--- config.mk ---
export PLATFORM = sky130hd
export DESIGN_NAME = bsr_pipe_flat
export DESIGN_NICKNAME = d
export VERILOG_FILES = /design/src/rtl/bsr_pkg.sv /design/src/rtl/bsr_pipe_if.sv /design/src/rtl/bsr_stage.sv /design/src/rtl/bsr_pipe.sv /design/src/flat_wrapper.sv
export SDC_FILE = /design/constraint.sdc
export NUM_CORES = 1
export LEC_CHECK = 0
export ABC_CLOCK_PERIOD_IN_PS = 2400
export CAP_MARGIN = 20
export CORE_UTILIZATION = 58
export CTS_CLUSTER_SIZE = 24
export DETAILED_ROUTE_END_ITERATION = 10
export PLACE_DENSITY = 0.8
export SYNTH_ARGS = -nofsm -noshare
export SYNTH_HDL_FRONTEND = slang
export SYNTH_SLANG_ARGS = --single-unit
--- constraint.sdc ---
create_clock -name clk -period 2.4 [get_ports clk]
set_input_delay 0.48 -clock clk [delete_from_list [all_inputs] [get_ports clk]]
set_output_delay 0.48 -clock clk [all_outputs]
set_load 0.01 [all_outputs]
--- src/rtl/bsr_pkg.sv ---
// Shared mode encodings for the pipelined barrel shifter.
package bsr_pkg;

   localparam int BSR_MODE_W = 3;

   typedef logic [BSR_MODE_W-1:0] bsr_mode_t;

   localparam bsr_mode_t BSR_LSL = 3'b000;
   localparam bsr_mode_t BSR_LSR = 3'b001;
   localparam bsr_mode_t BSR_ASR = 3'b010;
   localparam bsr_mode_t BSR_ROL = 3'b011;
   localparam bsr_mode_t BSR_ROR = 3'b100;

endpackage

--- src/rtl/bsr_pipe_if.sv ---
// Operand-in / result-out handshake bundle for bsr_pipe.
interface bsr_pipe_if
   import bsr_pkg::*;
#(
   parameter int WIDTH = 16
);
   localparam int SHW = $clog2(WIDTH);

   logic             in_valid;
   logic             in_ready;
   logic [WIDTH-1:0] din;
   logic [SHW-1:0]   shiftcnt;
   bsr_mode_t        mode;
   logic             out_valid;
   logic             out_ready;
   logic [WIDTH-1:0] dout;
   logic             carry;
   logic             zero;

   modport master (
      output in_valid, din, shiftcnt, mode, out_ready,
      input  in_ready, out_valid, dout, carry, zero
   );

   modport slave (
      input  in_valid, din, shiftcnt, mode, out_ready,
      output in_ready, out_valid, dout, carry, zero
   );

endinterface

--- src/rtl/bsr_stage.sv ---
// One pipeline stage: conditional shift/rotate by AMT, selected by count bit log2(AMT).
module bsr_stage
   import bsr_pkg::*;
#(
   parameter int WIDTH = 16,
   parameter int AMT   = 1
) (
   input  logic                     clk,
   input  logic                     rst_n,
   input  logic                     en,
   input  logic                     up_valid,
   input  logic [WIDTH-1:0]         up_data,
   input  logic [$clog2(WIDTH)-1:0] up_cnt,
   input  bsr_mode_t                up_mode,
   input  logic                     up_carry,
   input  logic                     up_fill,
   output logic                     dn_valid,
   output logic [WIDTH-1:0]         dn_data,
   output logic [$clog2(WIDTH)-1:0] dn_cnt,
   output bsr_mode_t                dn_mode,
   output logic                     dn_carry,
   output logic                     dn_fill,
   output logic                     dn_zero
);
   localparam int K = $clog2(AMT);
   localparam logic [WIDTH-1:0] HI_MASK = ~({WIDTH{1'b1}} >> AMT);

   logic [WIDTH-1:0] shifted;
   logic [WIDTH-1:0] nxt_data;
   logic             shifted_out;
   logic             moves;
   logic             nxt_carry;

   // ASR fills from the original sign bit, carried alongside the word
   always_comb begin
      shifted     = up_data;
      shifted_out = 1'b0;
      moves       = 1'b1;
      case (up_mode)
         BSR_LSL: begin
            shifted     = up_data << AMT;
            shifted_out = up_data[WIDTH-AMT];
         end
         BSR_LSR: begin
            shifted     = up_data >> AMT;
            shifted_out = up_data[AMT-1];
         end
         BSR_ASR: begin
            shifted     = (up_data >> AMT) | (up_fill ? HI_MASK : '0);
            shifted_out = up_data[AMT-1];
         end
         BSR_ROL: begin
            shifted     = (up_data << AMT) | (up_data >> (WIDTH-AMT));
            shifted_out = up_data[WIDTH-AMT];
         end
         BSR_ROR: begin
            shifted     = (up_data >> AMT) | (up_data << (WIDTH-AMT));
            shifted_out = up_data[AMT-1];
         end
         default: moves = 1'b0;
      endcase

      nxt_data  = up_data;
      nxt_carry = up_carry;
      if (up_cnt[K] && moves) begin
         nxt_data  = shifted;
         nxt_carry = shifted_out;
      end
   end

   always_ff @(posedge clk) begin
      if (!rst_n) begin
         dn_valid <= 1'b0;
         dn_data  <= '0;
         dn_cnt   <= '0;
         dn_mode  <= BSR_LSL;
         dn_carry <= 1'b0;
         dn_fill  <= 1'b0;
         dn_zero  <= 1'b0;
      end else if (en) begin
         dn_valid <= up_valid;
         dn_data  <= nxt_data;
         dn_cnt   <= up_cnt;
         dn_mode  <= up_mode;
         dn_carry <= nxt_carry;
         dn_fill  <= up_fill;
         dn_zero  <= (nxt_data == '0);
      end
   end

endmodule

--- src/rtl/bsr_pipe.sv ---
// Pipelined barrel shifter: SHW stages, shift/rotate with carry and zero flags.
module bsr_pipe
   import bsr_pkg::*;
#(
   parameter int WIDTH = 16
) (
   input logic       clk,
   input logic       rst_n,
   bsr_pipe_if.slave bus
);
   localparam int SHW = $clog2(WIDTH);

   logic                 advance;
   logic [SHW:0]         valid;
   logic [SHW:0]         carry;
   logic [SHW:0]         fill;
   logic [WIDTH-1:0]     data [SHW+1];
   logic [SHW-1:0]       cnt  [SHW+1];
   bsr_mode_t            mode [SHW+1];
   logic [SHW-1:0]       stage_zero;
   logic                 unused_tail;

   // Whole pipe moves as one; a full, unconsumed output freezes every stage
   assign advance      = !bus.out_valid || bus.out_ready;
   assign bus.in_ready = advance;

   assign valid[0] = bus.in_valid;
   assign data[0]  = bus.din;
   assign cnt[0]   = bus.shiftcnt;
   assign mode[0]  = bus.mode;
   assign carry[0] = 1'b0;
   assign fill[0]  = bus.din[WIDTH-1];

   for (genvar k = 0; k < SHW; k++) begin : g_stage
      bsr_stage #(
         .WIDTH (WIDTH),
         .AMT   (1 << k)
      ) u_stage (
         .clk      (clk),
         .rst_n    (rst_n),
         .en       (advance),
         .up_valid (valid[k]),
         .up_data  (data[k]),
         .up_cnt   (cnt[k]),
         .up_mode  (mode[k]),
         .up_carry (carry[k]),
         .up_fill  (fill[k]),
         .dn_valid (valid[k+1]),
         .dn_data  (data[k+1]),
         .dn_cnt   (cnt[k+1]),
         .dn_mode  (mode[k+1]),
         .dn_carry (carry[k+1]),
         .dn_fill  (fill[k+1]),
         .dn_zero  (stage_zero[k])
      );
   end

   assign bus.out_valid = valid[SHW];
   assign bus.dout      = data[SHW];
   assign bus.carry     = carry[SHW];
   assign bus.zero      = stage_zero[SHW-1];

   assign unused_tail = ^{cnt[SHW], mode[SHW], fill[SHW], stage_zero[SHW-2:0]};

endmodule

--- src/flat_wrapper.sv ---
// flat-port wrapper written by rule: the top's interface ports become plain ports
module bsr_pipe_flat import bsr_pkg::*;
#(
   parameter int WIDTH = 16
)
  (clk, rst_n, bus_in_valid, bus_din, bus_shiftcnt, bus_mode, bus_out_ready, bus_in_ready, bus_out_valid, bus_dout, bus_carry, bus_zero);
  bsr_pipe_if #(.WIDTH(WIDTH)) bus_i ();
  input logic clk;
  input logic rst_n;
  input wire logic [$bits(bus_i.in_valid)-1:0] bus_in_valid;
  input wire logic [$bits(bus_i.din)-1:0] bus_din;
  input wire logic [$bits(bus_i.shiftcnt)-1:0] bus_shiftcnt;
  input wire logic [$bits(bus_i.mode)-1:0] bus_mode;
  input wire logic [$bits(bus_i.out_ready)-1:0] bus_out_ready;
  output wire logic [$bits(bus_i.in_ready)-1:0] bus_in_ready;
  output wire logic [$bits(bus_i.out_valid)-1:0] bus_out_valid;
  output wire logic [$bits(bus_i.dout)-1:0] bus_dout;
  output wire logic [$bits(bus_i.carry)-1:0] bus_carry;
  output wire logic [$bits(bus_i.zero)-1:0] bus_zero;
  assign bus_i.in_valid = bus_in_valid;
  assign bus_i.din = bus_din;
  assign bus_i.shiftcnt = bus_shiftcnt;
  assign bus_i.mode = bus_mode;
  assign bus_i.out_ready = bus_out_ready;
  assign bus_in_ready = bus_i.in_ready;
  assign bus_out_valid = bus_i.out_valid;
  assign bus_dout = bus_i.dout;
  assign bus_carry = bus_i.carry;
  assign bus_zero = bus_i.zero;
  bsr_pipe #(.WIDTH(WIDTH)) u_core (.clk(clk), .rst_n(rst_n), .bus(bus_i));
endmodule
==> flow_metrics.tcl, run 1 <==
set metrics [dict create \
    via_count 5211 \
    clock_path_buffers 2 \
    pre_cts_ws_ns 0.07390 \
    areaGrowthSynthToFinish_pct 12.05 \
    status "finished clean" \
    worst_slew_pin_slew_ns 0.5462 \
    cts_root_buf "clkbuf_8" \
    clock_power_share 0.302 \
    fin_skew_ns 0.01461 \
    maxSlewViolCount 0 \
    crit_arrival_ns 2.62 \
    hold_depth 2 \
    synth_top_family_by_area "compound AO/OA/AOI/OAI gates" \
    dp_hpwl_mm 9.685 \
    ys_seq_area_frac 0.3459 \
    comb_power_share 0.205 \
    grt_pass1_wl_mm 23.50 \
    p_switching_uw 1065 \
    insertion_delay_ns 0.36 \
    path_cells "buf_4 -> nor2_1 -> nand2_1 -> o221ai_1 -> o2111ai_1 -> or4b_1 -> o21ai_1" \
    crit_required_ns 2.69 \
    drive_gt1_frac 0.1254 \
    end_kind "register" \
    yosysWarnings 0 \
    r2r_slack_ns 0.08 \
    drc 0 \
    hold_viol_final 0 \
    switching_share 0.3023 \
    path_class "register to register" \
    grt_overflow_total 0 \
    cts_buffers 9 \
    netlist_area_mm2 0.005266 \
    hp-class "register to register" \
    internal-power_uw 2457 \
    synth_top_flop_cell "dfxtp_1" \
    finalCritPeriodShare 0.9683 \
    r2r_end "u_core.g_stage[3].u_stage.dn_zero$_SDFFE_PN0P_" \
    hold_end "u_core.g_stage[2].u_stage.dn_valid$_SDFFE_PN0P_" \
    io_buffers 46 \
    relSlewSlack 0.6359 \
    die-height_um 97.29 \
    cts_tree "done" \
    die_w_um 97.29 \
    drt-total-wl_mm 14.20 \
    rows 34 \
    max_freq_ghz 0.4303 \
    viasPerCell 6.433 \
    grt_max_degree 100 \
    hold_start "u_core.g_stage[2].u_stage.dn_valid$_SDFFE_PN0P_" \
    ir_drop_v 0.0003153 \
    setup_tns_ns 0 \
    total_power_uw 3521 \
    grt_use_total 0.3009 \
    synthCells 698 \
    synthesis.nets 725 \
    htree_levels 3 \
    p_seq_frac 0.493 \
    cellPowerDensity_mw_per_mm2 596.8 \
    drt_pass1_iterations 5 \
    drtIter0Drc 422 \
    n_antenna_cell 0 \
    crit_fanout 11 \
    nNetsFinal 724 \
    ys_types 49 \
    final_common_cell "a21oi_1" \
    synth_fa_ha_area_frac 0.001901 \
    mostFrequentLayoutCells "a21oi_1, dfxtp_1, nor2_1" \
    critPathMaxStageDelay_ns 0.54 \
    ys_async_sr_fraction 0 \
    rr_startpoint "u_core.g_stage[2].u_stage.dn_mode[0]$_SDFFE_PN0P_" \
    synth_edf_count 0 \
    syn_area_per_cell_um2 7.545 \
    final_util 0.6733 \
    ios 47 \
    core_area_mm2 0.008763 \
    worst_setup_path_start_kind "register" \
    start_util 0.6009 \
    synth.mux.area_fraction 0.08268 \
    worstRegToRegCells 7 \
    grt_antenna_before_repair 0 \
    drtAntennaViolNets 0 \
    fin_ws_ns 0.07619 \
    slowest_stage "or4b_1" \
    ys_ff_latch 91 \
    clkTransAtPathRegs_ns 0.10 \
    yosys.area_share.simple 0.1523 \
    rsz0062_at_grt "false" \
    holdBufCountCts 0 \
    setup_viol 0 \
    synth_xor_area_frac 0.006652 \
    synth-compound-area-share 0.3300 \
    p_leak_uw 0.002168 \
    grt_pass1_vias 4679 \
    timing.max_cap.violations 0 \
    layout_min_cycle_time_ns 2.324 \
    die_area_mm2 0.009465 \
    cts.sinks 91 \
    gp_congestion 0.8987 \
    drt-wirelength-per-cell_um 17.53 \
]
## synthesized netlist by cell type (all sizes together) (2+ instances only)
cell type | n | share of area
or2 | 2 | 0.0024
or4 | 2 | 0.0036
o21ai | 60 | 0.057
o221a | 2 | 0.0043
a21oi | 126 | 0.12
o21a | 5 | 0.0071
a21boi | 6 | 0.0086
xnor2 | 2 | 0.0033
inv | 6 | 0.0043
a221oi | 7 | 0.012
a22o | 9 | 0.015
dfxtp | 91 | 0.35
nor2 | 81 | 0.058
buf | 31 | 0.038
nor2b | 3 | 0.0036
a211oi | 9 | 0.013
o22ai | 21 | 0.025
nand3 | 2 | 0.0019
nand2b | 2 | 0.0024
nor3 | 7 | 0.0067
a311oi | 2 | 0.0033
clkbuf | 53 | 0.038
nand2 | 72 | 0.051
o221ai | 9 | 0.015
xor2 | 2 | 0.0033
and2 | 9 | 0.011
mux2i | 3 | 0.0057
mux2 | 36 | 0.077
o32ai | 25 | 0.042
## state kept, by name, summed over array words and instances, names as in the netlist
register	cells
u_core.g_stage.u_stage.dn_cnt	6
u_core.g_stage.u_stage.dn_mode	9
u_core.g_stage.u_stage.dn_zero	1
u_core.g_stage.u_stage.dn_fill	3
u_core.g_stage.u_stage.dn_carry	4
u_core.g_stage.u_stage.dn_data	64
u_core.g_stage.u_stage.dn_valid	4
## how the worst max path moves through the flow
stage	cells after the start	slack, ns	to	startpoint
after global placement	6	0.13	u_core.g_stage[3].u_stage.dn_zero$_SDFFE_PN0P_	u_core.g_stage[2].u_stage.dn_mode[1]$_SDFFE_PN0P_
after global routing	7	0.03	u_core.g_stage[3].u_stage.dn_zero$_SDFFE_PN0P_	u_core.g_stage[2].u_stage.dn_mode[0]$_SDFFE_PN0P_
after detailed placement	6	0.07	u_core.g_stage[3].u_stage.dn_zero$_SDFFE_PN0P_	u_core.g_stage[2].u_stage.dn_mode[1]$_SDFFE_PN0P_
after floorplan	8	0.24	u_core.g_stage[0].u_stage.dn_data[10]$_SDFFE_PN0P_	bus_mode[0]
final	7	0.08	u_core.g_stage[3].u_stage.dn_zero$_SDFFE_PN0P_	u_core.g_stage[2].u_stage.dn_mode[0]$_SDFFE_PN0P_
after CTS	6	0.06	u_core.g_stage[3].u_stage.dn_zero$_SDFFE_PN0P_	u_core.g_stage[2].u_stage.dn_mode[1]$_SDFFE_PN0P_
## area by class of cell
cell class	instances	area (µm²)
clock buffers	10	127.6
clock inverters	6	71.32
fillers	776	2863
inverters	6	22.52
multi-input cells	517	3028
flip-flops and latches	91	1823
well taps	108	135.1
repair buffers	72	693.2
## layer usage
metal	track usage	wire, µm
met5	0	0
met4	0.1188	340
met3	0.04317	954
met2	0.4534	6474
met1	0.4337	6430
## power by group through the flow
stage	combinational (µW)	clock [µW]	sequential [µW]
2_1_floorplan	538	0	1710
3_3_place_gp	694	0	1760
3_5_place_dp	712	0	1760
4_1_cts	715	1080	1730
5_1_grt	793	1140	1750
6_report	721	1060	1740
## through the flow
stage               instances  instance area, µm²  hold WS [ns]
floorplan                 698                5266        0.4288
global placement          794                5700        0.4380
detailed placement        794                5700        0.4460
CTS                       810                5899        0.4611
global route              810                5901        0.4850
finish                    810                5901        0.4588
## critical path, delay by kind of cell (launching register included)
family / cells / cell delay (ns)
buffers and inverters: 1 / 0.21
AO/OA/AOI/OAI: 3 / 0.79
AND/OR/NAND/NOR: 3 / 0.85
flip-flops: 1 / 0.40
## kinds of logic after synthesis
group                    count (synthesis)
AO/OA/AOI/OAI                          285
flip-flops                              91
XOR/XNOR                                 4
adder cells (fa/ha/maj)                  1
buffers and inverters                   90
multiplexers                            39
AND/OR/NAND/NOR                        188
## what timing repair did
item / CTS / global route
buffers inserted: 0 / 0
setup endpoints to repair: 0 / 1
resized for setup: 0 / 1
(Power assumes the default switching activity.)
==> run 2: changes to the inputs <==
- CORE_UTILIZATION: 58 -> 60
- PLACE_DENSITY: 0.8 -> 0.81
- SYNTH_HIERARCHICAL: not set -> 1
==> run 2 against run 1 <==
- synthesized cell count increased by 0.86%
- combinational power increased by 4.3%
- synthesized area increased by 17%
- global-route usage increased by 1.0 points
- register-to-register slack improved by 0.14 ns
- critical path type unchanged
- utilization increased by 3.5 points
- first-iteration DRC count decreased by 7.8%
- total power increased by 11%
- clock power increased by 32%
- clock-buffer cell count unchanged
- via count increased by 6.6%
==> flow_metrics.tcl, run 2 <==
set metrics [dict create \
    hp-class "register to register" \
    areaGrowthSynthToFinish_pct 12.99 \
    dp.cells 850 \
    cts_buffers 9 \
    cts-resized-gates 0 \
    clock_power_share 0.358 \
    stdcell_count 866 \
    mostFrequentLayoutCells "dfxtp_1, mux2i_1, nor2b_1" \
    grt_antenna_before_repair 0 \
    top_regs "u_core/g_stage.u_stage/dn_data: 64 flops, u_core/g_stage.u_stage/dn_mode: 9 flops, u_core/g_stage.u_stage/dn_cnt: 6 flops" \
    setup_viol 0 \
    max_freq_ghz 0.4580 \
    nNetsFinal 755 \
    cts.sinks 91 \
    ir_drop_v 0.0002699 \
    rsz0062_at_grt "false" \
    cts_tree "done" \
    relSlewSlack 0.5770 \
    syn_area_per_cell_um2 8.785 \
    crit_arrival_ns 2.45 \
    grt_pass1_vias 5232 \
    internal-power_uw 2816 \
    holdBufCountCts 0 \
    drtIter0Drc 389 \
    cts_setup_buffers 0 \
    setup_tns_ns 0 \
    crit_fanout 17 \
    rows 36 \
    synthesis.nets 731 \
    total_power_uw 3904 \
    netlist_area_mm2 0.006185 \
    htree_levels 3 \
    maxSlewViolCount 0 \
    gp_congestion 0.9478 \
    comb_power_share 0.193 \
    end_kind "register" \
    io_buffers 46 \
    insertion_delay_ns 0.38 \
    grt_overflow_total 0 \
    cellPowerDensity_mw_per_mm2 558.7 \
    drtAntennaViolNets 0 \
    cts_root_buf "clkbuf_8" \
    p_leak_uw 0.002831 \
    die_w_um 103.5 \
    synthCells 704 \
    p_switching_uw 1088 \
    fin_skew_ns 0.01159 \
    crit_required_ns 2.67 \
    grt_max_degree 63 \
    drt-total-wl_mm 16.64 \
    die_area_mm2 0.01072 \
    n_antenna_cell 0 \
    worst_slew_pin_slew_ns 0.6336 \
    nFillCells 771 \
    via_count 5555 \
    ios 47 \
    drt_pass1_iterations 6 \
    grt_pass1_wl_mm 26.75 \
    largest_reg_flops 64 \
    drive_gt1_frac 0.1310 \
    timing.max_cap.violations 0 \
    worst_setup_path_start_kind "register" \
    viasPerCell 6.415 \
    start_util 0.6270 \
    drc 0 \
    switching_share 0.2787 \
    clkTransAtPathRegs_ns 0.09 \
    drt-wirelength-per-cell_um 19.21 \
    clock_path_buffers 2 \
    yosysWarnings 6 \
    finalCritPeriodShare 0.9098 \
    regMostFlops "u_core/g_stage.u_stage/dn_data" \
    grt_use_total 0.3110 \
    p_seq_frac 0.449 \
    die-height_um 103.5 \
    hold_viol_final 0 \
    final_common_cell "dfxtp_1" \
    core_area_mm2 0.009864 \
    path_class "register to register" \
    dp_hpwl_mm 11.82 \
    status "finished clean" \
    layout_min_cycle_time_ns 2.183 \
]
run 2: cell count changes in the layout (fill, tap and decap cells not counted), sizes merged, moves of 18 or more:
cell	before	now
o211ai	0	22
o32ai	25	2
nor2	81	33
nand2	72	49
mux2	36	18
a21oi	126	25
nand2b	2	25
nor2b	3	59
mux2i	3	79
o21ai	60	25
run 2: worst max-delay path: stages (launching register included):
cell and delay (ns):
dfxtp_1 0.69, buf_4 0.35, o21ai_2 0.08, buf_4 0.19, nand2_1 0.26, o21ai_0 0.25
mux2i_1 0.20, nor2b_1 0.06
run 2: final cells by class:
cell class	instances	area [µm²]	share of cell area
tap	133	166.4	0.02381
inverter	17	66.31	0.009490
multi-input combinational	528	3904	0.5586
timing repair buffer	81	755.7	0.1081
clock inverter	6	136.4	0.01952
clock buffer	10	137.6	0.01970
sequential	91	1822	0.2607
run 2: metal layers:
| layer | wire length, µm | track usage |
|---|---|---|
| met4 | 515 | 0.1273 |
| met5 | 0 | 0 |
| met2 | 8042 | 0.5225 |
| met1 | 7066 | 0.3939 |
| met3 | 1012 | 0.05349 |
run 2: stage by stage:
step	hold WS (ns)	utilization	instance area (µm²)	setup WS, ns
2_1_floorplan	0.4574	-	6185	0.5430
4_1_cts	0.4777	0.7084	6988	0.2442
5_1_grt	0.4896	0.7084	6988	0.01833
3_3_place_gp	0.4556	0.6806	6714	0.1064
6_report	0.4787	0.7084	6988	0.2166
3_5_place_dp	0.4694	0.6806	6714	0.08514
run 2: power groups by stage:
stage	Combinational (µW)	Sequential [µW]	Clock [µW]
2_1_floorplan	549	1730	0
3_3_place_gp	726	1780	0
3_5_place_dp	735	1780	0
4_1_cts	741	1750	1420
5_1_grt	811	1770	1490
6_report	752	1750	1400
run 2: final timing paths:
check	startpoint	cells past startpoint	end	slack (ns)
max	u_core/g_stage[1].u_stage/dn_mode[1]$_SDFFE_PN0P_	7	u_core/g_stage[2].u_stage/dn_data[0]$_SDFFE_PN0P_	0.22
min	u_core/g_stage[3].u_stage/dn_data[13]$_SDFFE_PN0P_	2	u_core/g_stage[3].u_stage/dn_data[13]$_SDFFE_PN0P_	0.48
max reg2reg	u_core/g_stage[1].u_stage/dn_mode[1]$_SDFFE_PN0P_	7	u_core/g_stage[2].u_stage/dn_data[0]$_SDFFE_PN0P_	0.22
min reg2reg	u_core/g_stage[3].u_stage/dn_data[13]$_SDFFE_PN0P_	2	u_core/g_stage[3].u_stage/dn_data[13]$_SDFFE_PN0P_	0.48
